## src/rtl/fetch_unit.sv

```systemverilog
// Instruction fetch stage: loads the start PC from a two-word reset vector,
// then assembles 16/32-bit instructions from a 16-bit instruction memory.
module fetch_unit #(
  parameter int unsigned             MEM_AW    = 20,
  parameter logic [MEM_AW-1:0]       RESET_VEC = '0
) (
  input  logic              clk,
  input  logic              rst,
  input  logic              stall,
  input  logic              redirect_valid,
  input  logic [31:0]       redirect_pc,
  output logic [MEM_AW-1:0] mem_addr,
  input  logic [15:0]       mem_rdata,
  output logic              o_valid,
  output logic [31:0]       o_pc,
  output logic [31:0]       o_instruction,
  output logic              o_buf_enable
);

  typedef enum logic [1:0] {VEC_HI, VEC_LO, FETCH1, FETCH2} state_e;

  state_e      state_q, state_d;
  logic [31:0] pc_q, pc_d;
  logic [15:0] hold_q, hold_d;
  logic [31:0] inst_pc_q, inst_pc_d;
  logic [31:0] o_pc_q, o_pc_d;
  logic [31:0] o_instr_q, o_instr_d;
  logic        o_valid_q, o_valid_d;
  logic [31:0] pc_inc;

  always_comb begin
    state_d   = state_q;
    pc_d      = pc_q;
    hold_d    = hold_q;
    inst_pc_d = inst_pc_q;
    o_pc_d    = o_pc_q;
    o_instr_d = o_instr_q;
    o_valid_d = o_valid_q;
    mem_addr  = pc_q[MEM_AW-1:0];
    pc_inc    = pc_q + 32'd1;

    case (state_q)
      VEC_HI: begin
        mem_addr = RESET_VEC;
        if (!stall) begin
          pc_d    = {mem_rdata, pc_q[15:0]};
          state_d = VEC_LO;
        end
      end
      VEC_LO: begin
        mem_addr = RESET_VEC + MEM_AW'(1);
        if (!stall) begin
          pc_d    = {pc_q[31:16], mem_rdata};
          state_d = FETCH1;
        end
      end
      FETCH1: begin
        if (redirect_valid) begin
          pc_d      = redirect_pc;
          hold_d    = '0;
          o_valid_d = 1'b0;
          state_d   = FETCH1;
        end else if (!stall) begin
          pc_d = pc_inc;
          // Bit 0 of the first word flags a two-word instruction
          if (mem_rdata[0]) begin
            hold_d    = mem_rdata;
            inst_pc_d = pc_q;
            o_valid_d = 1'b0;
            state_d   = FETCH2;
          end else begin
            o_instr_d = {mem_rdata, 16'h0000};
            o_pc_d    = pc_q;
            o_valid_d = 1'b1;
          end
        end
      end
      FETCH2: begin
        if (redirect_valid) begin
          pc_d      = redirect_pc;
          hold_d    = '0;
          o_valid_d = 1'b0;
          state_d   = FETCH1;
        end else if (!stall) begin
          pc_d      = pc_inc;
          o_instr_d = {hold_q, mem_rdata};
          o_pc_d    = inst_pc_q;
          o_valid_d = 1'b1;
          state_d   = FETCH1;
        end
      end
      default: begin
        mem_addr = RESET_VEC;
        state_d  = VEC_HI;
      end
    endcase
  end

  always_ff @(posedge clk or negedge rst) begin
    if (!rst) begin
      state_q   <= VEC_HI;
      pc_q      <= '0;
      hold_q    <= '0;
      inst_pc_q <= '0;
      o_pc_q    <= '0;
      o_instr_q <= '0;
      o_valid_q <= 1'b0;
    end else begin
      state_q   <= state_d;
      pc_q      <= pc_d;
      hold_q    <= hold_d;
      inst_pc_q <= inst_pc_d;
      o_pc_q    <= o_pc_d;
      o_instr_q <= o_instr_d;
      o_valid_q <= o_valid_d;
    end
  end

  assign o_valid       = o_valid_q;
  assign o_pc          = o_pc_q;
  assign o_instruction = o_instr_q;
  assign o_buf_enable  = o_valid_q & ~stall;

endmodule

```

## config.mk

```make
export PLATFORM = sky130hd
export DESIGN_NAME = fetch_unit
export DESIGN_NICKNAME = d
export VERILOG_FILES = /design/src/rtl/fetch_unit.sv
export SDC_FILE = /design/constraint.sdc
export NUM_CORES = 1
export LEC_CHECK = 0
export ABC_AREA = 1
export BUFFER_PORTS_ARGS = -buffer_cell sky130_fd_sc_hd__buf_4
export CORE_MARGIN = 10
export CORE_UTILIZATION = 51
export DETAILED_ROUTE_END_ITERATION = 10
export PLACE_DENSITY = 0.75
export SYNTH_ARGS = -nofsm -noshare
export SYNTH_HDL_FRONTEND = slang
export SYNTH_SLANG_ARGS = --single-unit
```

## constraint.sdc

```tcl
create_clock -name clk -period 1.63 [get_ports clk]
set_input_delay 0.2445 -clock clk [delete_from_list [all_inputs] [get_ports clk]]
set_output_delay 0.2445 -clock clk [all_outputs]
set_load 0.05 [all_outputs]
```

==> flow_summary.toml <==
[status]
outcome = "complete, but fails checks"
violations = "setup timing"

[routing]
via_per_inst = 5.72
vias = 8275
post_drt_wl_per_cell_um = 19.9
antenna_left = 0
routed_wl_um = 28800
drtPass1Iterations = 6
drc_errors = 0
drt_iter0_drc = 834

[clocking]
cts_buffer_depth = 2
cts.sinks = 147
root_buffer = "clkbuf_16"
h-tree-depth = 4
cts_tree = "yes"
insertion_delay_ps = 430
cts_made_buffers = 17
clkTransAtPathRegs_ps = 70

[power_and_ir_drop]
power_density_nw_per_um2 = 1200
ir_worst_vdd_uv = 700
p_leak_uw = 0.00526

[layout]
multi_input_area_um2 = 3520
mostFrequentLayoutCell = "nand2_1"
diodes = 0
nFillCells = 1115
fin_cells = 1447
drive_above_1_share_pct = 30.5
layout_common_cells = "280 x nand2_1, 216 x buf_4, 141 x dfrtp_1"
final_nets = 1303
area_delta_synth_final_pct = 41.7
seqCellArea_um2 = 3690

[synthesis]
syn_area_um2 = 7620
synth_area_leader_cell = "dfrtp_1"
seq_area_frac_synth_pct = 48.3
dominantRegCellSynth = "dfrtp_1"
ys_ff_latch = 147
synth_warnings = 0
synth.top_cell.area_share_pct = 48.3
avgSynthCellArea_um2 = 7.45
synth_area_leaders = "dfrtp_1 48%, nand2_1 14%, nor2_1 8.3%"
yosysUniqueCellTypes = 34
syn-num-nets = 1075
synth-edff-count = 0
async_flop_share_pct = 100
synthCells = 1022

[floorplan]
io_pins = 138
core_um2 = 14600
dieArea_um2 = 20200
die_h_um = 142
rows = 44
die-width_um = 142
start_util_pct = 52.2

[sta]
maxSlewViolCount = 0
post-route-min-period_ps = 1680
maxSlewHeadroom_pct = 70.3
final_hold_viol_count = 0
finalSetupViolCount = 19
layout_setup_ws_ps = -51.3
fmax_mhz = 595
fin_crit_sh_pct = 103
fin_worst_skew_ps = 8.42
max_slew.worst_pin.slew_ps = 446
rsz0062_at_grt = "yes"

[setup_path]
critPathCaptureType = "output pin"
path_class = "flop to output pin"
cp_slowest_cell = "dfrtp_1"
worstSetupStartpointType = "flop"
critPathBufInv = 4
worst-endpoint-arrival_ps = 1440
crit_required_ps = 1390
critPathMostFrequentCell = "buf_4"
crit_fanout = 4
crit_family = "buffers and inverters"
max_stage_delay_ps = 360
worstPathCellList = "buf_4 > inv_1 > buf_4 > o21ai_2 > buf_6"

[place]
placed_cells = 1386
dpl.hpwl_um = 19400
dpl_worst_slack_ps = 10.2
gp_congestion = 0.996
port_buffers = 137

[global_route]
grt_pass1_vias = 7589
grt_pass1_wl_um = 41100
antenna_found_initial = 0
grt_usage_pct = 25.6
grt_max_degree = 57
grt_remaining_overflow = 0

[run]
drv_cap = 0

[hold_path]
hold_path.class = "input pin to flop"
[registers in the layout (all words and copies together), names as in the netlist]
register and cells:
o_pc 32, inst_pc_q 32, o_instruction 32, pc_q 32, hold_q 16, state_q 2
o_valid 1
[where the power goes]
| group | internal [uW] | total [uW] | switching [uW] |
|---|---|---|---|
| clock network | 2000 | 3730 | 1730 |
| logic | 1560 | 4510 | 2950 |
| registers | 4290 | 4750 | 465 |
| total | 7840 | 13000 | 5150 |
[logic make-up (layout without fill, tap and decap cells)]
family,Yosys count,count (layout),synth area share (%)
fa+ha+maj,1,1,0.164
flops,147,147,48.3
simple gates,509,509,26.5
buf+inv,159,400,8.90
mux,3,3,0.443
compound gates,203,203,15.7
[through the flow]
step / setup TNS, ps / total power (uW) / cell area [um2] / hold WS (ps) / util [%]
5_1_grt: -3880 / 13500 / 10800 / 103 / 74.0
3_5_place_dp: 0 / 8930 / 9500 / 201 / 65.1
4_1_cts: -30.2 / 12600 / 10100 / 76.1 / 69.3
2_1_floorplan: 0 / 7300 / 7620 / -51.1 / -
3_3_place_gp: 0 / 8870 / 9500 / 199 / 65.1
6_report: -298 / 13000 / 10800 / 91.6 / 74.0
[final cells by class]
class,count,share of cell area (%)
timing repair buffer,264,22.3
clock buffer,18,3.98
clock inverter,14,1.14
inverter,104,3.73
sequential,147,34.2
multi-input combinational,716,32.6
tap,184,2.13
[what timing repair did]
action	CTS	global route
gates cloned	0	10
setup buffers	2	16
hold buffers	1	0
resized for setup	10	104
setup endpoints to repair	21	102
pin swaps	0	9
endpoints found under the hold margin	39	0
[worst paths after layout]
check                              startpoint             to  slack [ps]  cells after the start
worst max-delay path                  pc_q[0]    mem_addr[0]         -50                      5
worst min-delay path                    stall     state_q[1]          90                      2
worst max register to register     state_q[1]       o_pc[19]         -40                     11
worst min register to register  inst_pc_q[10]  inst_pc_q[10]         480                      2
max in group asynchronous                 rst       pc_q[11]         750                      3
min in group asynchronous                 rst        o_pc[1]         310                      2
[synthesized netlist by cell type, types with 5 or more instances]
master	number
a21oi_1	48
a22oi_1	5
a31oi_1	50
buf_1	5
buf_2	21
buf_4	5
clkbuf_1	17
dfrtp_1	147
inv_1	99
nand2_1	286
nand3_1	36
nor2_1	168
o21ai_0	57
o22ai_1	15
o31ai_1	16
[per-layer routing]
metal	vias up	share of wire, %	GRT usage, %
li1	3780	-	-
met1	3893	40	34.3
met2	498	45	38.5
met3	104	11	6.01
met4	0	4.5	11.6
met5	-	0	0
(Power assumes the default switching activity.)
